`src/rtl/case_select_pipe.sv`:
```
// Two-stage valid/ready pipeline applying exact / MSB-wildcard add / MSB-wildcard
// subtract selection to a data word, with a default flag and saturating default-hit counter.
module case_select_pipe #(
    parameter int unsigned DATA_W = 4,
    parameter int unsigned SEL_W  = 2,
    parameter int unsigned STEP   = 1,
    parameter int unsigned LO_ADD = 10,
    parameter int unsigned HI_ADD = 20,
    parameter int unsigned CNT_W  = 8
) (
    input  logic              clk,
    input  logic              rst_n,
    input  logic              in_valid,
    output logic              in_ready,
    input  logic [DATA_W-1:0] in_data,
    input  logic [SEL_W-1:0]  in_sel,
    input  logic [1:0]        in_mode,
    output logic              out_valid,
    input  logic              out_ready,
    output logic [DATA_W-1:0] out_data,
    output logic              out_default,
    input  logic              cnt_clr,
    output logic [CNT_W-1:0]  default_cnt
);

    typedef enum logic [1:0] {
        MODE_EXACT = 2'd0,
        MODE_WADD  = 2'd1,
        MODE_WSUB  = 2'd2,
        MODE_RSVD  = 2'd3
    } mode_e;

    localparam logic [DATA_W-1:0] LO_OFF = DATA_W'(LO_ADD);
    localparam logic [DATA_W-1:0] HI_OFF = DATA_W'(HI_ADD);

    logic              r_s1_valid;
    logic [DATA_W-1:0] r_s1_data;
    logic [SEL_W-1:0]  r_s1_sel;
    mode_e             r_s1_mode;

    logic              w_stall;
    logic              w_msb;
    logic [DATA_W-1:0] w_exact_off;
    logic [DATA_W-1:0] w_res;
    logic              w_def;

    assign w_stall  = out_valid && !out_ready;
    assign in_ready = !w_stall;

    // Stage 1: capture the operand, selector and mode
    always_ff @(posedge clk or negedge rst_n) begin
        if (!rst_n) begin
            r_s1_valid <= 1'b0;
            r_s1_data  <= '0;
            r_s1_sel   <= '0;
            r_s1_mode  <= MODE_EXACT;
        end else if (!w_stall) begin
            r_s1_valid <= in_valid;
            if (in_valid) begin
                r_s1_data <= in_data;
                r_s1_sel  <= in_sel;
                r_s1_mode <= mode_e'(in_mode);
            end
        end
    end

    // Wildcard decode: any MSB value other than a clean 0 selects the high branch
    always_comb begin
        w_msb = 1'b1;
        case (r_s1_sel[SEL_W-1])
            1'b0:    w_msb = 1'b0;
            default: w_msb = 1'b1;
        endcase
    end

    assign w_exact_off = DATA_W'(32'(r_s1_sel) * STEP);

    always_comb begin
        w_res = r_s1_data;
        w_def = 1'b0;
        case (r_s1_mode)
            MODE_EXACT: begin
                if (r_s1_sel == '1) begin
                    w_def = 1'b1;
                end else begin
                    w_res = r_s1_data + w_exact_off;
                end
            end
            MODE_WADD: w_res = r_s1_data + (w_msb ? HI_OFF : LO_OFF);
            MODE_WSUB: w_res = r_s1_data - (w_msb ? DATA_W'(2) : DATA_W'(1));
            default:   w_def = 1'b1;
        endcase
    end

    // Stage 2: registered result, held while the consumer stalls
    always_ff @(posedge clk or negedge rst_n) begin
        if (!rst_n) begin
            out_valid   <= 1'b0;
            out_data    <= '0;
            out_default <= 1'b0;
        end else if (!w_stall) begin
            out_valid <= r_s1_valid;
            if (r_s1_valid) begin
                out_data    <= w_res;
                out_default <= w_def;
            end
        end
    end

    // Counts delivered default results; clear has priority
    always_ff @(posedge clk or negedge rst_n) begin
        if (!rst_n) begin
            default_cnt <= '0;
        end else if (cnt_clr) begin
            default_cnt <= '0;
        end else if (out_valid && out_ready && out_default && (default_cnt != '1)) begin
            default_cnt <= default_cnt + CNT_W'(1);
        end
    end

endmodule

```
`config.mk`:
```
export PLATFORM = sky130hd
export DESIGN_NAME = case_select_pipe
export DESIGN_NICKNAME = d
export VERILOG_FILES = /design/src/rtl/case_select_pipe.sv
export SDC_FILE = /design/constraint.sdc
export NUM_CORES = 1
export LEC_CHECK = 0
export CAP_MARGIN = 20
export CORE_MARGIN = 10
export CORE_UTILIZATION = 40
export CTS_CLUSTER_DIAMETER = 30
export DETAILED_ROUTE_END_ITERATION = 10
export GPL_ROUTABILITY_DRIVEN = 1
export HOLD_SLACK_MARGIN = 0.06
export SLEW_MARGIN = 25
export SYNTH_ARGS = -nofsm -noshare
export SYNTH_HDL_FRONTEND = slang
export SYNTH_SLANG_ARGS = --single-unit
```
`constraint.sdc`:
```
create_clock -name clk -period 5.7 [get_ports clk]
set_clock_uncertainty 0.1 [all_clocks]
set_input_delay 1.14 -clock clk [delete_from_list [all_inputs] [get_ports clk]]
set_output_delay 1.14 -clock clk [all_outputs]
set_load 0.005 [all_outputs]
```
-- After elaboration in Yosys (flattened, before gate mapping)
Index checks and enable logic that the tools add are counted.
- bits in writable memories: 0
- register bits: 23
- memories kept: 0
- bits of input ports: 13
- ROM bits: 0
- word-level logic and storage cells: 36
- output and inout port bits: 15
- bits in latches: 0
- $lt $le $gt $ge: 0
- divide/modulo/power cells: 0
- bitwise logic cells: 1
- shift-type cells: 0
- $add $sub $neg: 4
- mux-type cells: 8
- multiply operators: 0
- eq/ne operators: 4
- reductions and logical operators: 11
- operators by type and width (kind ; count):
    $mux W8 ; 2
    $pmux W4 S3 ; 1
    $add A8 B1 Y8 const B ; 1
    $mux W4 ; 2
    $ne A8 B8 Y1 const B ; 1
    $add A4 B2 Y4 ; 1
    $add A4 B4 Y4 ; 1
    $eq A2 B2 Y1 const B ; 2
    $logic_and A1 B1 Y1 ; 4
    $reduce_and A2 Y1 ; 2
    $sub A4 B2 Y4 ; 1
    $eq A2 B1 Y1 const B ; 1
    $logic_not A1 Y1 ; 2
    $logic_not A2 Y1 ; 1
    $mux W2 ; 1
    $pmux W1 S2 ; 1
    $reduce_bool A2 Y1 ; 1
    $reduce_or A2 Y1 ; 1
    $mux W1 ; 1
    $not A1 Y1 ; 1

-- Depth between registers and ports, before layout
Gate-level depths: netlist (run 1).
- word-level depth: 5
- depth in mapped cells: 11
- mapped depth without buffers: 11

-- Least setup slack after synthesis (run 1)
OpenSTA, ideal clock, no wires.
- kind: input-to-output
- from: in out_ready
- to: out in_ready
- buffers on the path: 1
- slack: 3.073 ns
- arrival: 1.387 ns
- cell stages on the path: 2
- cells stage by stage: nand2b_1 > clkbuf_2
- longest elaborated chain between the ends: 3
- RTL lines (what ; line ; text):
    start: declaration ; 19 ; input logic out_ready,
    $logic_not A1 Y1 ; 47 ; assign w_stall = out_valid && !out_ready;
    $logic_and A1 B1 Y1 ; 47 ;
    $logic_not A1 Y1 ; -- ;
    end: declaration ; 14 ; output logic in_ready,
No other way between the ends.

-- Worst setup path after layout (run 1)
Same ends and word-level chain as after synthesis.

==> impl_metrics.env, run 1 <==
export IMPL_synth_seq_area_share_pct=42.2
export IMPL_grt_max_degree=24
export IMPL_synth_ff_latch_count=23
export IMPL_gp_congestion=0.811
export IMPL_hold_viol=0
export IMPL_fmax_mhz=275
export IMPL_r2r_slack_ns=3.03
export IMPL_cts_path_max_buffers=2
export IMPL_seq_area_um2=576
export IMPL_grtUsageTotal_pct=10.4
export IMPL_cts_resized=0
export IMPL_r2r_start="r_s1_mode[0]"
export IMPL_path_max_fanout=5
export IMPL_grt_pass1_wl_um=5330
export IMPL_drive_gt1_share_pct=11.8
export IMPL_async_flop_share_pct=100
export IMPL_startpoint_type="input pin"
export IMPL_dieWidth_um=78.4
export IMPL_cts_made_buffers=3
export IMPL_arrival_ns=2.40
export IMPL_fin_cells=207
export IMPL_synth_edff_count=0
export IMPL_cp_end_kind="primary output"
export IMPL_drv_cap=0
export IMPL_clock_sinks=23
export IMPL_synthCells=133
export IMPL_num_fill_cells=323
export IMPL_clock_latency_ns=0.32
export IMPL_rsz0062_at_grt="no"
export IMPL_vias=1030
export IMPL_viasPerCell=4.98
export IMPL_first_pass_iters=4
export IMPL_worst_r2r_path_depth=9
export IMPL_period_share_pct=63.9
export IMPL_synthFlopType="dfrtp_1"
export IMPL_cts_clk_slew_worst_paths_ns=0.13
export IMPL_leakagePower_nw=0.738
export IMPL_hold_end="out_data[1]"
export IMPL_io_buffer_count=27
export IMPL_syn_num_nets=158
export IMPL_top_level_ports=28
export IMPL_post_cts_setup_buffers=0
export IMPL_antennaDiodeCount=0
export IMPL_grt_overflow_total=0
export IMPL_cts_hold_buf=0
export IMPL_dr_first_iter_drc_count=47
export IMPL_yosysWarningCount=0
export IMPL_ys_types=29
export IMPL_min_from="out_data[1]"
export IMPL_antenna_found_initial=0
export IMPL_setup_viol_count_final=0
export IMPL_die_y_um=78.4
export IMPL_cts_tree="yes"
export IMPL_h_tree_depth=1
export IMPL_crit_required_ns=4.46
export IMPL_start_util_pct=41.2
export IMPL_hold_class="flop to flop"
export IMPL_die_area_mm2=0.00614
export IMPL_path_class="input pin to primary output"
export IMPL_peakVddDrop_v=0.000114
export IMPL_drcViolationCount=0
export IMPL_core_mm2=0.00331
export IMPL_final_antenna_net_count=0
export IMPL_tns_ns=0
export IMPL_drv_slew=0
export IMPL_cts_root_buf="clkbuf_4"
export IMPL_syn_avg_cell_area_um2=10.3
export IMPL_status="completed"
export IMPL_hpwlAfterDp_um=2270
export IMPL_fin_nets=187
export IMPL_placed_cells=203
export IMPL_tightest_slew_ns=0.510
export IMPL_whs_path_depth=2
export IMPL_p_per_area_mw_per_mm2=294
export IMPL_relSlewSlack_pct=66.0
export IMPL_area_delta_synth_final_pct=24.7
export IMPL_wl_um=2820
export IMPL_multi_input_area_um2=733
export IMPL_hold_ws_ns=0.401
export IMPL_reg2reg_to="out_data[2]"
export IMPL_syn_area_mm2=0.00136
export IMPL_wl_per_cell_um=13.6
export IMPL_post_route_min_period_ns=3.64
export IMPL_grt_pass1_vias=1139
export IMPL_rows=21
[critical path: stages]
cell and delay [ns]:
clkdlybuf4s50_1 0.51, nand2b_1 0.22, clkdlybuf4s50_1 0.53
[through the flow]
stage	setup WS, ns	total power (W)	utilization (%)	instance area (um2)
3_3_place_gp	2.04	0.000423	50.7	1680
3_5_place_dp	2.04	0.000431	50.7	1680
4_1_cts	2.04	0.000508	51.5	1710
5_1_grt	1.98	0.000548	51.4	1700
2_1_floorplan	3.07	0.000345	-	1360
6_report	2.06	0.000500	51.4	1700
[synthesized netlist by cell type, types with 2 or more instances]
| library cell | number | share of area [%] |
|---|---|---|
| nor2b_1 | 4 | 1.8 |
| nand3_1 | 6 | 2.2 |
| dfrtp_1 | 23 | 42 |
| mux2_2 | 11 | 9.1 |
| ha_1 | 10 | 9.2 |
| xnor2_1 | 7 | 4.5 |
| nand2b_1 | 4 | 1.8 |
| a21oi_1 | 8 | 2.9 |
| nor2_1 | 9 | 2.5 |
| nand2_1 | 9 | 2.5 |
| nor3_1 | 3 | 1.1 |
| clkbuf_2 | 2 | 0.73 |
| o21ai_0 | 8 | 2.9 |
| inv_1 | 11 | 3.0 |
| fa_1 | 2 | 2.9 |
| mux2i_1 | 2 | 1.5 |
| or3_1 | 2 | 0.92 |
[power by group]
group	leakage (nW)	total, W	internal, W	switching (W)
Combinational	0.431	0.000199	0.000113	0.0000861
Clock	0.0177	0.0000765	0.0000263	0.0000502
Sequential	0.290	0.000224	0.000194	0.0000303
[kinds of logic after synthesis]
group                    synth area share (%)
AND/OR/NAND/NOR                          15.2
XOR/XNOR                                 5.14
buffers and inverters                    4.04
flip-flops                               42.2
multiplexers                             10.6
adder cells (fa/ha/maj)                  12.1
AO/OA/AOI/OAI                            10.7
[layout by cell type, fill, tap and decap left out, types with 2 or more instances in the layout]
cell type        instances
a21oi_1                  8
clkbuf_4                 3
clkdlybuf4s50_1         26
dfrtp_1                 23
fa_1                     2
ha_1                    10
inv_1                   11
mux2_2                  11
mux2i_1                  2
nand2_1                  9
nand2b_1                 4
nand3_1                  6
nor2_1                   9
nor2b_1                  4
nor3_1                   3
o21ai_0                  8
or3_1                    2
xnor2_1                  7
[metal layers]
layer	vias up	GRT usage, %	part of all wire, %
li1	511	-	-
met4	0	3.23	1.4
met5	-	0	0
met1	494	12.3	45
met2	20	18.0	49
met3	5	2.51	4.4
[state kept, by name, indices dropped and copies added (netlist names)]
register / count
default_cnt: 8
out_data: 4
r_s1_data: 4
r_s1_mode: 2
r_s1_sel: 2
out_default: 1
out_valid: 1
r_s1_valid: 1
[cell type report]
class                           count  share of cell area (%)
Clock buffer                        3                    1.32
Clock inverter                      1                   0.294
Inverter                           11                    2.43
Multi-Input combinational cell     96                    43.1
Sequential cell                    23                    33.8
Tap cell                           46                    3.38
Timing Repair Buffer               27                    15.6
[worst max path at each step]
stage / start / end / depth (start not counted)
floorplan: out_ready / in_ready / 2
detailed placement: out_ready / in_ready / 3
global route: out_ready / in_ready / 3
CTS: out_ready / in_ready / 3
finish: out_ready / in_ready / 3
global placement: out_ready / in_ready / 3
(Power assumes the default switching activity.)
==> run 2: changes to the inputs <==
clock period = 3.79 ns   (was 5.7 ns; I/O delays follow)
==> run 2 against run 1 <==
Net effect: routed wire length is 2.7% higher; die area stayed put; worst hold slack worse by 0.098 ns; critical endpoint unchanged; worst setup slack worse by 1.2 ns; clock power is 49% higher; combinational power is 52% higher; sequential share of layout area hardly changed; sequential power is 50% higher; first-iteration DRC count is 49% higher.
==> impl_metrics.env, run 2 (synthesis results as in run 1) <==
export IMPL_critical_path_startpoint="out_ready"
export IMPL_drive_gt1_share_pct=11.2
export IMPL_viasPerCell=5.06
export IMPL_wl_um=2900
export IMPL_hold_ws_ns=0.303
export IMPL_cts_root_buf="clkbuf_4"
export IMPL_switchingPower_w=0.000250
export IMPL_setup_viol_count_final=0
export IMPL_antenna_found_initial=0
export IMPL_largest_reg_flops=8
export IMPL_start_util_pct=41.2
export IMPL_cts_hold_buf=0
export IMPL_grtUsageTotal_pct=10.4
export IMPL_final_util_pct=51.3
export IMPL_period_share_pct=76.2
export IMPL_top_level_ports=28
export IMPL_m1WireLength_um=1210
export IMPL_cts_clk_slew_worst_paths_ns=0.13
export IMPL_p_sw_share_pct=33.1
export IMPL_grt_pass1_wl_um=5350
export IMPL_grt_pass1_vias=1142
export IMPL_mostFrequentLayoutCells="clkdlybuf4s50_1, dfrtp_1, inv_1, mux2_2, ha_1"
export IMPL_antennaDiodeCount=0
export IMPL_io_buffer_count=27
export IMPL_cts_resized=0
export IMPL_wl_per_cell_um=14.0
export IMPL_status="completed"
export IMPL_fin_nets=187
export IMPL_hpwlAfterDp_um=2330
export IMPL_rsz0062_at_grt="no"
export IMPL_die_area_mm2=0.00614
export IMPL_crit_required_ns=2.93
export IMPL_rows=21
export IMPL_cts_made_buffers=3
export IMPL_arrival_ns=2.03
export IMPL_highest_layer="met4"
export IMPL_internal_power_w=0.000504
export IMPL_dieWidth_um=78.4
export IMPL_core_mm2=0.00331
export IMPL_cp_end_kind="primary output"
export IMPL_hold_viol=0
export IMPL_grt_max_degree=24
export IMPL_peakVddDrop_v=0.000193
export IMPL_hold_class="input pin to async pin"
export IMPL_tns_ns=0
export IMPL_drv_slew=0
export IMPL_grt_overflow_total=0
export IMPL_regMostFlops="default_cnt"
export IMPL_p_per_area_mw_per_mm2=444
export IMPL_vias=1048
export IMPL_gp_congestion=0.872
export IMPL_clock_sinks=23
export IMPL_tightest_slew_ns=0.522
export IMPL_final_antenna_net_count=0
export IMPL_mostFrequentLayoutCell="clkdlybuf4s50_1"
export IMPL_pwr_share_clk_pct=15.1
export IMPL_first_pass_iters=5
export IMPL_drcViolationCount=0
export IMPL_dr_first_iter_drc_count=70
export IMPL_relSlewSlack_pct=65.2
export IMPL_startpoint_type="input pin"
export IMPL_drv_cap=0
export IMPL_path_max_fanout=5
export IMPL_r2r_start="r_s1_mode[0]"
export IMPL_met2WireLength_um=1500
export IMPL_die_y_um=78.4
export IMPL_fin_cells=207
export IMPL_power_w=0.000754
export IMPL_combPwrFrac_pct=40.2
export IMPL_cts_tree="yes"
export IMPL_placed_cells=203
export IMPL_num_fill_cells=321
export IMPL_area_delta_synth_final_pct=24.6
export IMPL_clock_latency_ns=0.31
export IMPL_fmax_mhz=346
export IMPL_pwr_share_seq_pct=44.7
export IMPL_dr_wl_met3_um=160
export IMPL_leakagePower_nw=0.736
export IMPL_cts_path_max_buffers=2
export IMPL_post_route_min_period_ns=2.89
export IMPL_path_class="input pin to primary output"
export IMPL_biggestRegsByFlops="default_cnt: 8 flops, out_data: 4 flops, r_s1_data: 4 flops"
export IMPL_post_cts_setup_buffers=0
export IMPL_multi_input_area_um2=733
export IMPL_h_tree_depth=1
export IMPL_seq_area_um2=576
==> run 2: path summary, 6_finish.rpt <==
path | end | slack [ns] | cells after the start
max in group asynchronous | default_cnt[0] | 2.93 | 1
min in group clk | out_valid | 0.40 | 2
worst min-delay path | out_default | 0.30 | 1
worst max-delay path | in_ready | 0.90 | 3
worst max register to register | out_data[2] | 1.17 | 9
worst min register to register | out_valid | 0.40 | 2
==> run 2: metal layers <==
metal | GRT usage [%] | vias up
li1 | - | 513
met1 | 11.2 | 512
met2 | 18.9 | 21
met3 | 2.85 | 2
met4 | 3.58 | 0
met5 | 0 | -
==> run 2: stage by stage <==
| stage | area, um2 | worst slack, ns |
|---|---|---|
| 6_report | 1700 | 0.901 |
| 4_1_cts | 1700 | 0.887 |
| 2_1_floorplan | 1360 | 1.35 |
| 3_5_place_dp | 1670 | 0.893 |
| 5_1_grt | 1700 | 0.835 |
| 3_3_place_gp | 1680 | 0.893 |
==> run 2: cell type report <==
class | instances | area share, %
Multi-Input combinational cell | 96 | 43.2
Sequential cell | 23 | 33.9
Timing Repair Buffer | 27 | 15.6
Tap cell | 46 | 3.39
Inverter | 11 | 2.43
Clock buffer | 4 | 1.55
==> run 2: worst max-delay path, cell delays in order <==
cell,delay (ns)
clkdlybuf4s50_1,0.52
nand2b_1,0.22
clkdlybuf4s50_1,0.53
==> run 2: power groups by stage <==
stage          clock network (W)  logic (W)  registers (W)
2_1_floorplan                  0   0.000185       0.000334
3_3_place_gp                   0   0.000297       0.000340
3_5_place_dp                   0   0.000308       0.000344
4_1_cts                 0.000118   0.000310       0.000338
5_1_grt                 0.000131   0.000348       0.000348
6_report                0.000114   0.000303       0.000337
==> run 3: changes to the inputs <==
clock period = 2.75 ns   (was 3.79 ns; I/O delays follow)
==> run 3 against run 2 <==
Net effect: sequential power grew 39%; sequential cell count is the same; final cell count grew 0.48%; cell area grew 0.96%; non-clock buffer count grew 1; routed wire length grew 1.8%; worst setup slack lost 0.73 ns; combinational power grew 39%; total power grew 40%; largest power group unchanged; highest routed layer unchanged.
==> impl_metrics.env, run 3 (synthesis results as in run 1) <==
export IMPL_status="completed"
export IMPL_min_from="out_data[1]"
export IMPL_startpoint_type="flop"
export IMPL_relSlewSlack_pct=77.3
export IMPL_cts_path_max_buffers=2
export IMPL_cts_root_buf="clkbuf_4"
export IMPL_hpwlAfterDp_um=2350
export IMPL_fmax_mhz=388
export IMPL_crit_chain="inv_2 > ha_2 > inv_1 > ha_1 > fa_1 > xnor2_1 > mux2_2 > a222oi_1 > o21ai_1"
export IMPL_final_util_pct=51.8
export IMPL_cts_tree="yes"
export IMPL_p_per_area_mw_per_mm2=614
export IMPL_path_class="flop to flop"
export IMPL_wl_um=2950
export IMPL_peakVddDrop_v=0.000275
export IMPL_tightest_slew_ns=0.340
export IMPL_rsz0062_at_grt="no"
export IMPL_viasPerCell=4.96
export IMPL_cts_hold_buf=0
export IMPL_hold_viol=0
export IMPL_post_route_min_period_ns=2.58
export IMPL_cpMaxStageDelayCell="dfrtp_1"
export IMPL_leakagePower_nw=0.740
export IMPL_clock_latency_ns=0.32
export IMPL_grt_max_degree=24
export IMPL_largest_reg_flops=8
export IMPL_r2r_start="r_s1_mode[0]"
export IMPL_drv_slew=0
export IMPL_period_share_pct=93.8
export IMPL_final_antenna_net_count=0
export IMPL_dr_first_iter_drc_count=52
export IMPL_wl_per_cell_um=14.2
export IMPL_fin_nets=188
export IMPL_antennaDiodeCount=0
export IMPL_slowest_delay_ns=0.43
export IMPL_r2r_slack_ns=0.17
export IMPL_cts_clk_slew_worst_paths_ns=0.14
export IMPL_io_buffer_count=27
export IMPL_top_level_ports=28
export IMPL_hold_end="out_data[1]"
export IMPL_grtUsageTotal_pct=10.1
export IMPL_drcViolationCount=0
export IMPL_clock_sinks=23
export IMPL_drive_gt1_share_pct=13.0
export IMPL_start_util_pct=41.2
export IMPL_cts_made_buffers=3
export IMPL_die_y_um=78.4
export IMPL_arrival_ns=2.70
export IMPL_tns_ns=0
export IMPL_die_area_mm2=0.00614
export IMPL_path_max_fanout=4
export IMPL_dieWidth_um=78.4
export IMPL_hold_class="flop to flop"
export IMPL_first_pass_iters=6
export IMPL_biggestRegsByFlops="default_cnt: 8 flops, out_data: 4 flops, r_s1_data: 4 flops"
export IMPL_drv_cap=0
export IMPL_regMostFlops="default_cnt"
export IMPL_cp_end_kind="flop"
export IMPL_vias=1032
export IMPL_gp_congestion=0.815
export IMPL_worst_r2r_path_depth=9
export IMPL_mostFrequentLayoutCells="clkdlybuf4s50_1, dfrtp_1, mux2_2, inv_1"
export IMPL_h_tree_depth=1
export IMPL_rows=21
export IMPL_crit_required_ns=2.87
export IMPL_area_delta_synth_final_pct=25.8
export IMPL_grt_pass1_vias=1070
export IMPL_reg2reg_to="out_data[2]"
export IMPL_mostFrequentLayoutCell="clkdlybuf4s50_1"
export IMPL_antenna_found_initial=0
export IMPL_grt_pass1_wl_um=5230
export IMPL_core_mm2=0.00331
export IMPL_setup_viol_count_final=0
export IMPL_whs_path_depth=2
export IMPL_grt_overflow_total=0
run 3: what timing repair did:
item                                   4_1_cts  5_1_grt
setup buffers                                0        0
setup endpoints to repair                    0        1
gates resized for setup                      0        3
endpoints found under the hold margin        0        0
run 3: worst max-delay path by stage:
stage	start	endpoint	slack (ns)	depth (start not counted)
floorplan	r_s1_mode[0]	out_data[2]	0.31	9
global route	r_s1_mode[0]	out_data[2]	0.05	9
detailed placement	r_s1_mode[0]	out_data[2]	0.13	9
CTS	r_s1_mode[0]	out_data[2]	0.09	9
global placement	r_s1_mode[0]	out_data[2]	0.21	9
finish	r_s1_mode[0]	out_data[2]	0.17	9
run 3: power by group:
part | switching (W) | leakage (nW) | internal (W) | total [W]
sequential | 0.0000670 | 0.290 | 0.000402 | 0.000468
clock | 0.000109 | 0.0177 | 0.0000544 | 0.000164
combinational | 0.000182 | 0.433 | 0.000238 | 0.000420
run 3: layout make-up:
type | instances | area (um2)
Fill cell | 320 | 1600
Multi-Input combinational cell | 96 | 736
Sequential cell | 23 | 576
Timing Repair Buffer | 28 | 278
Tap cell | 46 | 57.6
Inverter | 11 | 41.3
Clock buffer | 3 | 22.5
Clock inverter | 1 | 5.00
run 3: worst max-delay path: cells and delay by family (launching register included):
kind | cells | cell delay [ns]
xor gates and xnor gates | 1 | 0.17
AOI/OAI and AO/OA | 2 | 0.37
buffers and inverters | 2 | 0.14
DFF | 1 | 0.43
muxes | 1 | 0.35
adders and majority gates | 3 | 0.92
run 3: through the flow:
stage                     hold slack [ns]  std cells  power, W  instance area (um2)  setup WS, ns
after global placement              0.354        204  0.000880                 1690         0.213
after CTS                           0.406        208   0.00107                 1710        0.0874
final                               0.401        208   0.00105                 1720         0.171
after global routing                0.426        208   0.00115                 1720        0.0485
after floorplan                     0.154        133  0.000714                 1360         0.307
after detailed placement            0.374        204  0.000903                 1690         0.127
run 3: metal layers:
layer / GRT usage, % / share of wire [%] / up-vias / wire, um
li1: - / - / 512 / -
met3: 2.73 / 5.2 / 4 / 152
met4: 2.15 / 1.1 / 0 / 31
met5: 0 / 0 / - / 0
met2: 17.9 / 50 / 23 / 1480
met1: 11.8 / 44 / 493 / 1290
